**config.mk**
```make
export PLATFORM = sky130hd
export DESIGN_NAME = memory_access_ctrl
export DESIGN_NICKNAME = d
export VERILOG_FILES = /design/src/rtl/cpu_types_pkg.sv /design/src/rtl/memory_access_ctrl_link_reg.sv /design/src/rtl/memory_access_ctrl.sv
export SDC_FILE = /design/constraint.sdc
export NUM_CORES = 1
export LEC_CHECK = 0
export CAP_MARGIN = 10
export CORE_MARGIN = 2
export CORE_UTILIZATION = 39
export DETAILED_ROUTE_END_ITERATION = 16
export PLACE_DENSITY = 0.82
export SLEW_MARGIN = 40
export SYNTH_ARGS = -nofsm -noshare
export SYNTH_HDL_FRONTEND = slang
export SYNTH_SLANG_ARGS = --single-unit
```
**constraint.sdc**
```tcl
create_clock -name CLK -period 1.8 [get_ports CLK]
set_input_delay 0.36 -clock CLK [delete_from_list [all_inputs] [get_ports CLK]]
set_output_delay 0.36 -clock CLK [all_outputs]
set_load 0.02 [all_outputs]
```
**src/rtl/cpu_types_pkg.sv**
```systemverilog
// Shared CPU types: machine word, memory-stage controller states and the
// link-address granularity also used by the dcache snoop logic.
package cpu_types_pkg;

  localparam int XLEN = 32;

  // Low address bits ignored when comparing link addresses (word granularity)
  localparam int PKG_LINK_LSB = 2;

  typedef logic [XLEN-1:0] word_t;

  typedef enum logic [1:0] {
    IDLE = 2'd0,
    REQ  = 2'd1,
    DONE = 2'd2
  } memctrl_state_t;

endpackage

```
**src/rtl/memory_access_ctrl_link_reg.sv**
```systemverilog
// LL/SC link register: holds the linked word address and its valid flag,
// resolves set/clear/snoop priority and produces the SC success compare.
module link_reg
  import cpu_types_pkg::*;
#(
  parameter int WORD_W   = 32,
  parameter int LINK_LSB = PKG_LINK_LSB
) (
  input  logic              CLK,
  input  logic              nRST,
  input  logic              i_set,         // LL completing this cycle
  input  logic              i_clr,         // successful SC completing, or HALT
  input  logic [WORD_W-1:0] i_addr,        // address of the MEM-stage access
  input  logic              i_snoop_inv,
  input  logic [WORD_W-1:0] i_snoop_addr,
  output logic              o_link_valid,
  output logic              o_sc_ok
);

  logic [WORD_W-1:0] r_link_addr;
  logic              r_link_valid;
  logic              w_snoop_hit;

  // A snoop kills the link if it names the held word, or the word an LL is
  // linking in the same cycle; it always wins over the LL setting the link.
  assign w_snoop_hit = i_snoop_inv &
                       ((i_snoop_addr[WORD_W-1:LINK_LSB] == r_link_addr[WORD_W-1:LINK_LSB]) |
                        (i_set & (i_snoop_addr[WORD_W-1:LINK_LSB] == i_addr[WORD_W-1:LINK_LSB])));

  assign o_sc_ok = r_link_valid &
                   (r_link_addr[WORD_W-1:LINK_LSB] == i_addr[WORD_W-1:LINK_LSB]);

  assign o_link_valid = r_link_valid;

  // Update the link address on LL and the valid flag by priority snoop > set > clear
  always_ff @(posedge CLK or negedge nRST) begin
    if (!nRST) begin
      r_link_addr  <= '0;
      r_link_valid <= 1'b0;
    end else begin
      if (i_set) begin
        r_link_addr <= i_addr;
      end
      if (w_snoop_hit) begin
        r_link_valid <= 1'b0;
      end else if (i_set) begin
        r_link_valid <= 1'b1;
      end else if (i_clr) begin
        r_link_valid <= 1'b0;
      end
    end
  end

endmodule

```
**src/rtl/memory_access_ctrl.sv**
```systemverilog
// MEM-stage dcache access controller: issues the load/store request for the
// instruction in MEM, stalls the pipeline until dhit, and captures the word
// (or SC result) for the MEM/WB latch. Owns the LL/SC link register.
module memory_access_ctrl
  import cpu_types_pkg::*;
#(
  parameter int WORD_W   = 32,
  parameter int LINK_LSB = PKG_LINK_LSB
) (
  input  logic              CLK,
  input  logic              nRST,
  input  logic              valid,
  input  logic              memren,
  input  logic              memwen,
  input  logic              ll,
  input  logic              sc,
  input  logic              halt,
  input  logic [WORD_W-1:0] addr,
  input  logic [WORD_W-1:0] store_data,
  input  logic              dhit,
  input  logic [WORD_W-1:0] dload,
  input  logic              snoop_inv,
  input  logic [WORD_W-1:0] snoop_addr,
  output logic              dmemREN,
  output logic              dmemWEN,
  output logic [WORD_W-1:0] dmemaddr,
  output logic [WORD_W-1:0] dmemstore,
  output logic              mem_stall,
  output logic [WORD_W-1:0] rdata,
  output logic              link_valid
);

  memctrl_state_t    r_state;
  logic [WORD_W-1:0] r_rdata;

  logic w_access;
  logic w_in_req;
  logic w_req_done;
  logic w_sc_ok;
  logic w_link_set;
  logic w_link_clr;

  assign w_access   = valid & (memren | memwen);
  assign w_in_req   = (r_state == REQ);
  assign w_req_done = w_in_req & dhit;

  // LL links on completion; a completed SC (only reachable when it succeeded)
  // or a HALT reaching MEM drops the link.
  assign w_link_set = w_req_done & memren & ll;
  assign w_link_clr = (w_req_done & memwen & sc) |
                      ((r_state == IDLE) & valid & halt);

  link_reg #(
    .WORD_W   (WORD_W),
    .LINK_LSB (LINK_LSB)
  ) u_link_reg (
    .CLK          (CLK),
    .nRST         (nRST),
    .i_set        (w_link_set),
    .i_clr        (w_link_clr),
    .i_addr       (addr),
    .i_snoop_inv  (snoop_inv),
    .i_snoop_addr (snoop_addr),
    .o_link_valid (link_valid),
    .o_sc_ok      (w_sc_ok)
  );

  // Address and write data go straight through; only the strobes are gated
  assign dmemaddr  = addr;
  assign dmemstore = store_data;
  assign dmemREN   = w_in_req & memren;
  assign dmemWEN   = w_in_req & memwen;
  assign mem_stall = (r_state == IDLE) ? w_access : w_in_req;
  assign rdata     = r_rdata;

  // Sequence each access IDLE -> REQ -> DONE and capture the result word
  always_ff @(posedge CLK or negedge nRST) begin
    if (!nRST) begin
      r_state <= IDLE;
      r_rdata <= '0;
    end else begin
      case (r_state)
        IDLE: begin
          if (w_access) begin
            if (memwen && sc && !w_sc_ok) begin
              // A doomed SC never touches the cache; it just reports failure
              r_state <= DONE;
              r_rdata <= '0;
            end else begin
              r_state <= REQ;
            end
          end
        end
        REQ: begin
          if (dhit) begin
            r_state <= DONE;
            if (memren) begin
              r_rdata <= dload;
            end else if (sc) begin
              r_rdata <= {{(WORD_W-1){1'b0}}, 1'b1};
            end
          end
        end
        DONE: begin
          r_state <= IDLE;
        end
        default: begin
          r_state <= IDLE;
        end
      endcase
    end
  end

endmodule

```
Word-level counts from Yosys, hierarchy flattened
Cells that the tools add are included.
{"block": "word_totals", "ff_bits": 67, "latch_bits": 0, "ram_bits": 0, "rom_bits": 0, "in_bits": 138, "output_inout_bits": 100, "word_cells": 50, "n_memories": 0}
{"block": "op_classes", "add_sub_neg": 0, "n_mul": 0, "div": 0, "magnitude_cmp": 0, "n_eq_ne": 8, "n_shift": 0, "muxes": 14, "bitwise": 16, "n_reduce_logical": 8}
{"cell": "two-way mux 32 bit", "n": 5}
{"cell": "== test 30 bit", "n": 3}
{"cell": "case mux 32 bit (2 select lines)", "n": 1}
{"cell": "bitwise AND 1 bit", "n": 13}
{"cell": "two-way mux 2 bit", "n": 3}
{"cell": "AND reduction 5 bit", "n": 1}
{"cell": "two-way mux 1 bit", "n": 4}
{"cell": "!= test 2 bit, second input constant", "n": 2}
{"cell": "case mux 2 bit (2 select lines)", "n": 1}
{"cell": "!= test 3 bit, second input constant", "n": 1}
{"cell": "bitwise OR 1 bit", "n": 3}
{"cell": "nonzero test 3 bit", "n": 1}
{"cell": "== test 2 x 1 -> 1 bit, second input constant", "n": 1}
{"cell": "logical AND 1 bit", "n": 2}
{"cell": "zero test 2 bit", "n": 1}
{"cell": "!= test 2 x 1 -> 1 bit, second input constant", "n": 1}
{"cell": "AND reduction 2 bit", "n": 1}
{"cell": "nonzero test 2 bit", "n": 1}
{"cell": "zero test 1 bit", "n": 1}

Longest topological paths before layout
Gate-level depths: netlist (run 1).
{"block": "logic_depth", "word_depth": 8, "depth_mapped": 8, "ltp_nobuf": 6}

Modules after synthesis
A second synthesis (run 1) with hierarchy kept.
{"block": "unflattened", "hier_cells": 351, "hier_area_um2": 3953.8}
{"module": "link_reg", "instances": 1, "cells_each": 188, "area_per_inst_um2": 2124.5, "seq_area_each_um2": 775.7}
{"module": "memory_access_ctrl", "instances": 1, "cells_each": 163, "area_per_inst_um2": 1829.3, "seq_area_each_um2": 850.8}

Least setup slack after synthesis (run 1)
No wires, ideal clock.
{"block": "synth_path", "path_type": "register to register", "start": "register r_state[0]", "end": "register r_rdata[6] (netlist: rdata[6])", "setup_ps": 121, "arrival_time_ps": 1480, "t_required_ps": 1679, "path_slack_ps": 199, "path_stages_with_launch": 8, "n_path_buf": 1, "synth_period_minus_slack_ps": 1601, "cell_sequence": "dfrtp_1 nand2b_1 nor2_1 a21oi_1 a211oi_1 o21ai_2 buf_6 a22o_2"}
{"block": "synth_between", "elab_chain_cells": 3, "word_cells_on_any_way": 9, "cone_classes": "eq/ne: 5; mux: 1; reduce/logical: 3"}
{"element": "from (decl)", "line": "memory_access_ctrl.sv:33", "rtl": "memctrl_state_t r_state;"}
{"element": "from (signal assigned)", "line": "memory_access_ctrl.sv:79", "rtl": "r_state <= IDLE;"}
{"element": "from (signal assigned)", "line": "memory_access_ctrl.sv:87", "rtl": "r_state <= DONE;"}
{"element": "from (signal assigned)", "line": "memory_access_ctrl.sv:90", "rtl": "r_state <= REQ;"}
{"element": "== test 2 x 1 -> 1 bit / zero test 2 bit (equally long branches)", "line": "memory_access_ctrl.sv:82", "rtl": "case (r_state)"}
{"element": "!= test 3 bit (no line) (tied with other cells)"}
{"element": "AND reduction 5 bit (no line)"}
{"element": "to (signal assigned)", "line": "memory_access_ctrl.sv:98", "rtl": "r_rdata <= dload;"}
{"element": "to (signal assigned)", "line": "memory_access_ctrl.sv:100", "rtl": "r_rdata <= {{(WORD_W-1){1'b0}}, 1'b1};"}
{"element": "to (decl)", "line": "memory_access_ctrl.sv:34", "rtl": "logic [WORD_W-1:0] r_rdata;"}
Parallel ways exist; a longest one is shown, timed or not.
A chain may end at the register's enable or synchronous reset.

Worst setup path after layout (run 1)
{"block": "layout_path", "start": "register u_link_reg.r_link_addr[30]", "end": "register r_rdata[11] (netlist: rdata[11])"}
{"block": "layout_between", "elab_chain_cells": 6}
{"element": "from (decl)", "line": "memory_access_ctrl_link_reg.sv:20", "rtl": "logic [WORD_W-1:0] r_link_addr;"}
{"element": "from (signal assigned)", "line": "memory_access_ctrl_link_reg.sv:42", "rtl": "r_link_addr <= i_addr;"}
{"element": "== test 30 bit", "line": "memory_access_ctrl_link_reg.sv:31", "rtl": "(r_link_addr[WORD_W-1:LINK_LSB] == i_addr[WORD_W-1:LINK_LSB]);"}
{"element": "bitwise AND 1 bit", "line": "memory_access_ctrl_link_reg.sv:30", "rtl": "assign o_sc_ok = r_link_valid &"}
{"element": "zero test 1 bit", "line": "memory_access_ctrl.sv:85", "rtl": "if (memwen && sc && !w_sc_ok) begin"}
{"element": "logical AND 1 bit", "line": "memory_access_ctrl.sv:85"}
{"element": "!= test 2 x 1 -> 1 bit (no line)"}
{"element": "AND reduction 5 bit (no line)"}
Every way passes these cells.

==> metrics, run 1 <==
post-synth top area share 39.3%; pwr dens between 1000 and 1500 nW/um^2; Setup Skew ~0.012 ns; multi-input logic area about 2200 sq um; commonest non-fill, non-tap cell in the layout clkdlybuf4s50_1; Die X 107 um; Port Buffers roughly 170; via count around 3500; first-pass iteration count of the detailed router 4; HPWL Detailed ~10000 um; max-slew violations 0; ANT cells 0; first-pass GRT wire length between 15000 and 20000 um; Layout fillers 765; Slew HR 70.5%; Setup crit start u_link_reg.r_link_addr[30]$_DFFE_PN0P_; CTS H-Tree Depth 3; die area approximately 11000 sq um; EDFF count, synth 0; worst stage delay on the critical path 0.43 ns; failing checks negative setup slack; ys flop type dfrtp_1; Setup WS pre-CTS -0.554 ns; GRT Resource Usage Total between 20 and 25%; grt total ovfl 0; sequential-to-total area share from yosys stat roughly two fifths; synthesized flop and latch total 65; maxcap violations 0; total CTS buffers 9; leakage between 3 and 4 nW; Distinct cells, synth 30; Post-Syn Area slightly above 4000 sq um; Hold Fails Final Rpt 0; Register-to-Register Path Depth 8; Worst-Skew Late Latency about 0.36 ns; top cells by area, synth dfrtp_1, xnor2_1, buf_4; nets@finish a little under 700; Gate Count Post-Synth 362; CTS tree yes; Finished Core Util 64.0%; Syn Nets 500; Setup-failing EPs final 32; drt initial violations 206; Worst Path Class, Setup reg -> reg; Avg Inst Size Synth 11.4 sq um; Post-Route WL between 10000 and 15000 um; RePlAce Congestion 0.823; Period minus WS final approximately 2 ns; cells along the critical path xnor2_2 -> nand4_1 -> nor4_2 -> nand2_1 -> o21ai_2 -> buf_6 -> buf_12 -> a22o_1; fraction of layout cells with a size suffix above 1 roughly a third; Antenna Nets Post-Route 0; f_max around 500 MHz; Crit Reg-Reg Startpoint u_link_reg.r_link_addr[30]$_DFFE_PN0P_; Vias/cell 5.11; largest area contributor in the netlist dfrtp_1; Reg2Reg Setup Slack -0.19 ns; clock sinks 65; Placement Rows 37; Critical Path RT 2.08 ns; drt wl/cell between 15 and 20 um; critical path endpoint rdata[11]$_DFFE_PN0P_; RSZ-0062 raised after global routing true; total power roughly 7.6 mW; worst path arrival time between 2 and 2.5 ns; ys async rst share 100%; Slew @ Worst Pin ~0.44 ns; Reg area about 1600 sq um; Die Ht 107 um; period utilization 110%; worst vdd ir between 0.5 and 0.6 mV; # DRC 0; CTS root buffer clkbuf_8; critical path startpoint category flop; worst reg2reg endpoint rdata[11]$_DFFE_PN0P_; IO Count between 200 and 250; worst-path maximum fanout 8; core area 10300 sq um; status complete, but fails checks; antenna violations before repair 0; slowest CP cell dfrtp_1; commonest non-fill, non-tap cells in the layout clkdlybuf4s50_1, buf_4, dfrtp_1; min-delay worst type in -> async; PnR worst setup slack -0.187 ns; Worst-path clk slew roughly 0.08 ns; vias in the first global route 3765; Longest Clk Path Bufs 2; Initial Utilization 40.1%; Synth Warn # 0; largest net degree at the start of global routing 34; Setup crit end kind flop; area grow syn2layout 59.6%
-- power breakdown --
group	switching (mW)	internal, mW	leakage, nW	total (mW)
sequential	0.544	1.98	0.832	2.52
combinational	1.48	2.29	2.18	3.78
clock	0.627	0.679	0.0985	1.31
total	2.66	4.95	3.11	7.60
-- registers in the layout (all words and copies together), names as in the netlist --
name / count
rdata: 32
u_link_reg.o_link_valid: 1
r_state: 2
u_link_reg.r_link_addr: 30
-- worst max-delay path, delay by kind of cell (launching register included) --
kind	cells	cell delay, ns
buffers and inverters	2	0.27
flip-flops	1	0.43
AO/OA/AOI/OAI	2	0.32
XOR/XNOR	1	0.20
AND/OR/NAND/NOR	3	0.69
-- layer usage --
| metal | GRT usage (%) | vias up | wire, um |
|---|---|---|---|
| li1 | - | 1598 | - |
| met1 | 25.9 | 1748 | 5230 |
| met2 | 40.6 | 165 | 6870 |
| met3 | 5.05 | 16 | 897 |
| met4 | 8.44 | 0 | 216 |
| met5 | 0 | - | 0 |
-- per-stage QoR --
stage | cells | hold slack, ns | TNS, ns | cell area [sq um]
after floorplan | 362 | 0.0644 | 0 | 4140
after CTS | 691 | 0.0459 | -4.02 | 6500
after detailed placement | 666 | 0.433 | -28.73 | 6020
final | 690 | 0.0351 | -5.01 | 6610
after global placement | 666 | 0.421 | -26.56 | 6020
after global routing | 690 | 0.0689 | -6.32 | 6610
-- repair_timing --
| item | 4_1_cts | 5_1_grt |
|---|---|---|
| endpoints found under the setup margin | 68 | 40 |
| hold endpoints to repair | 0 | 0 |
| pin swaps | 20 | 27 |
| setup buffers | 7 | 1 |
| hold buffers | 0 | 0 |
| gates cloned | 2 | 0 |
| gates resized for setup | 72 | 36 |
-- final cells by class --
type	count	share of cell area, %
Clock inverter	6	1.02
Inverter	2	0.114
Timing Repair Buffer	250	35.9
Tap cell	136	2.58
Clock buffer	10	2.08
Sequential cell	65	24.6
Multi-Input combinational cell	221	33.7
-- worst min path at each step --
stage	to	depth (start not counted)	startpoint
global placement	rdata[31]$_DFFE_PN0P_	2	nRST
floorplan	r_state[0]$_DFFE_PN0P_	0	nRST
global route	rdata[7]$_DFFE_PN0P_	2	nRST
detailed placement	rdata[7]$_DFFE_PN0P_	2	nRST
finish	rdata[7]$_DFFE_PN0P_	2	nRST
CTS	rdata[7]$_DFFE_PN0P_	2	nRST
-- kinds of logic (layout without fill, tap and decap cells) --
logic type / Yosys count / after routing / synth area share (%)
multiplexers: 31 / 31 / 10.9
buffers and inverters: 76 / 268 / 13.9
AND/OR/NAND/NOR: 55 / 55 / 7.89
XOR/XNOR: 90 / 90 / 19.0
flip-flops: 65 / 65 / 39.3
AO/OA/AOI/OAI: 45 / 45 / 8.95
-- Yosys cell counts, types with 2 or more instances --
library cell,instances
inv_1,2
nor2_1,2
nand4_1,27
nand2_1,5
o21ai_0,3
nand3_1,2
xnor2_1,70
and2_1,2
buf_6,6
nor3_1,2
clkbuf_1,3
xor2_1,20
buf_4,65
dfrtp_1,65
a21oi_1,5
nand2b_1,2
mux2_2,2
a211oi_1,2
mux2_4,28
a22o_1,28
nor4_1,10
a22o_2,3
(Power assumes the default switching activity.)
==> run 2: changes to the inputs <==
--- a/config.mk
+++ b/config.mk
@@ -7,9 +7,9 @@
 export LEC_CHECK = 0
 export CAP_MARGIN = 10
 export CORE_MARGIN = 2
-export CORE_UTILIZATION = 39
+export CORE_UTILIZATION = 35
 export DETAILED_ROUTE_END_ITERATION = 16
-export PLACE_DENSITY = 0.82
+export PLACE_DENSITY = 0.78
 export SLEW_MARGIN = 40
 export SYNTH_ARGS = -nofsm -noshare
 export SYNTH_HDL_FRONTEND = slang
==> constraint.sdc (replaced) <==
create_clock -name CLK -period 1.73 [get_ports CLK]
set_input_delay 0.346 -clock CLK [delete_from_list [all_inputs] [get_ports CLK]]
set_output_delay 0.346 -clock CLK [all_outputs]
set_load 0.02 [all_outputs]
==> run 2 against run 1 <==
  * The run still ends with negative setup slack left
  * Register-to-register slack got worse by 0.04 ns
  * Final area is 6.1% higher
  * Clock power is 31% higher
  * Die area rose by 11%
  * Setup slack worse by 0.039 ns
  * Flip-flop and latch count stayed put
  * First-iteration DRC count decreased by 4.9%
  * Non-clock buffer count is 33 higher
  * Combinational power is 18% higher
  * Fmax up 1.6%
  * Critical path type unchanged
  * Critical endpoint is now rdata[22]$_DFFE_PN0P_
  * Largest power group unchanged
==> metrics, run 2 (same netlist as run 1, synthesis figures left out) <==
via count 3652 (was 3527); Worst-Skew Late Latency 0.33 ns (was 0.36 ns); clock sinks 65 (unchanged); die area 12700 sq um (was 11500 sq um); Initial Utilization 36.1% (was 40.1%); critical path startpoint category flop (unchanged); max-slew violations 0 (unchanged); RSZ-0062 raised after global routing true (unchanged); CTS H-Tree Depth 3 (unchanged); nets@finish 720 (was 687); Vias/cell 5.00 (was 5.11); RePlAce Congestion 0.828 (was 0.823); Worst-path clk slew 0.06 ns (was 0.08 ns); fraction of layout cells with a size suffix above 1 36.8% (was 32.5%); slowest CP cell dfrtp_1 (unchanged); # DRC 0 (unchanged); IO Count 238 (unchanged); max FFs per register 32 (unchanged); Slew HR 73.9% (was 70.5%); Placed Instance Area 6200 sq um (was 6020 sq um); Crit Reg-Reg Startpoint u_link_reg.r_link_addr[3]$_DFFE_PN0P_ (was u_link_reg.r_link_addr[30]$_DFFE_PN0P_); Post-Route WL 13900 um (was 13200 um); CTS root buffer clkbuf_16 (was clkbuf_8); cells along the critical path xnor2_2 -> nand4_1 -> nor4_2 -> nand2_1 -> o21ai_4 -> buf_6 -> buf_12 -> buf_16 -> a22o_1 (was xnor2_2 -> nand4_1 -> nor4_2 -> nand2_1 -> o21ai_2 -> buf_6 -> buf_12 -> a22o_1); min-delay worst type in -> async (unchanged); grt total ovfl 0 (unchanged); Antenna Nets Post-Route 0 (unchanged); GRT Resource Usage Total 21.1% (was 22.5%); worst vdd ir 0.608 mV (was 0.510 mV); Die Ht 113 um (was 107 um); f_max 511 MHz (was 503 MHz); Setup-failing EPs final 33 (was 32); Setup crit end kind flop (unchanged); PnR worst setup slack -0.226 ns (was -0.187 ns); Longest Clk Path Bufs 2 (unchanged); Setup Skew 0.00727 ns (was 0.0124 ns); commonest non-fill, non-tap cells in the layout buf_4, clkdlybuf4s50_1, dfrtp_1 (was clkdlybuf4s50_1, buf_4, dfrtp_1); ANT cells 0 (unchanged); CTS tree yes (unchanged); Layout fillers 911 (was 765); Placement Rows 39 (was 37); core area 11500 sq um (was 10300 sq um); Die X 113 um (was 107 um); total CTS buffers 9 (unchanged); first-pass GRT wire length 21000 um (was 19900 um); status complete, but fails checks (unchanged); Setup WS pre-CTS -0.747 ns (was -0.554 ns); Hold WS 0.0126 ns (was 0.0351 ns); Worst Path Class, Setup reg -> reg (unchanged); Post-Layout Inst Area 7010 sq um (was 6610 sq um); HPWL Detailed 10200 um (was 9900 um); drt wl/cell 19.1 um (about the same); Port Buffers 167 (unchanged); worst-path maximum fanout 8 (unchanged); Hold Fails Final Rpt 0 (unchanged); commonest non-fill, non-tap cell in the layout buf_4 (was clkdlybuf4s50_1); maxcap violations 0 (unchanged); first-pass iteration count of the detailed router 4 (unchanged); drt initial violations 196 (was 206); Setup crit start u_link_reg.r_link_addr[3]$_DFFE_PN0P_ (was u_link_reg.r_link_addr[30]$_DFFE_PN0P_); antenna violations before repair 0 (unchanged); worst stage delay on the critical path 0.40 ns (was 0.43 ns); Buf/Inv on CP 3 (was 2); pwr dens 1240 nW/um^2 (was 1150 nW/um^2); largest net degree at the start of global routing 66 (was 34); area grow syn2layout 69.3% (was 59.6%); CP top delay family simple AND/OR/NAND/NOR gates (unchanged); vias in the first global route 3947 (was 3765); worst path arrival time 2.22 ns (was 2.27 ns); failing checks negative setup slack (unchanged); leakage 3.44 nW (was 3.11 nW); Critical Path RT 2.00 ns (was 2.08 ns); period utilization 113% (was 110%); Slew @ Worst Pin 0.392 ns (was 0.443 ns); Period minus WS final 1.96 ns (was 1.99 ns)
==> run 2: per-stage QoR <==
stage          setup TNS, ns  cells  power, mW  utilization, %
2_1_floorplan              0    362       4.47               -
6_report               -5.38    730       8.72            61.1
3_3_place_gp          -32.97    697       6.23            54.1
5_1_grt               -10.40    730       9.16            61.1
3_5_place_dp          -36.92    697       6.35            54.1
4_1_cts                -4.99    730       8.52            59.2
==> run 2: timing repair <==
item                       4_1_cts  5_1_grt
hold endpoints to repair         0        0
resized for setup               83       52
setup endpoints to repair       69       44
gates cloned                     2        0
hold buffers                     0        0
setup buffers                   15        3
pin swaps                        4       28
==> run 2: worst paths after layout <==
path                                                     endpoint  slack (ns)  depth (start not counted)
max                                         rdata[22]$_DFFE_PN0P_       -0.23                          9
min                                          rdata[1]$_DFFE_PN0P_        0.01                          2
max reg2reg                                 rdata[22]$_DFFE_PN0P_       -0.23                          9
min reg2reg                                  rdata[4]$_DFFE_PN0P_        0.50                          1
max in group asynchronous  u_link_reg.r_link_addr[28]$_DFFE_PN0P_        1.38                          2
min in group CLK           u_link_reg.r_link_addr[21]$_DFFE_PN0P_        0.42                          2
==> run 2: final cells by class <==
cell class              instances  area (sq um)  share of cell area (%)
inverters                       2          7.51                   0.107
clock inverters                 7          56.3                   0.803
clock buffers                   9           225                    3.21
multi-input cells             221          2260                    32.3
repair buffers                283          2650                    37.9
well taps                     143           179                    2.55
flip-flops and latches         65          1630                    23.2
==> run 2: report_power, final <==
part	leakage (nW)	internal (mW)	switching, mW
sequential	0.833	2.06	0.481
clock	0.136	0.981	0.735
combinational	2.47	2.72	1.74
total	3.44	5.77	2.96
==> run 2: layer usage <==
layer  track usage (%)  share of wire [%]  vias to the layer above
met5                 0                  0                        -
met4              7.56                2.2                        0
met1              25.2                 39                     1777
li1                  -                  -                     1659
met2              36.9                 51                      191
met3              5.30                7.5                       25
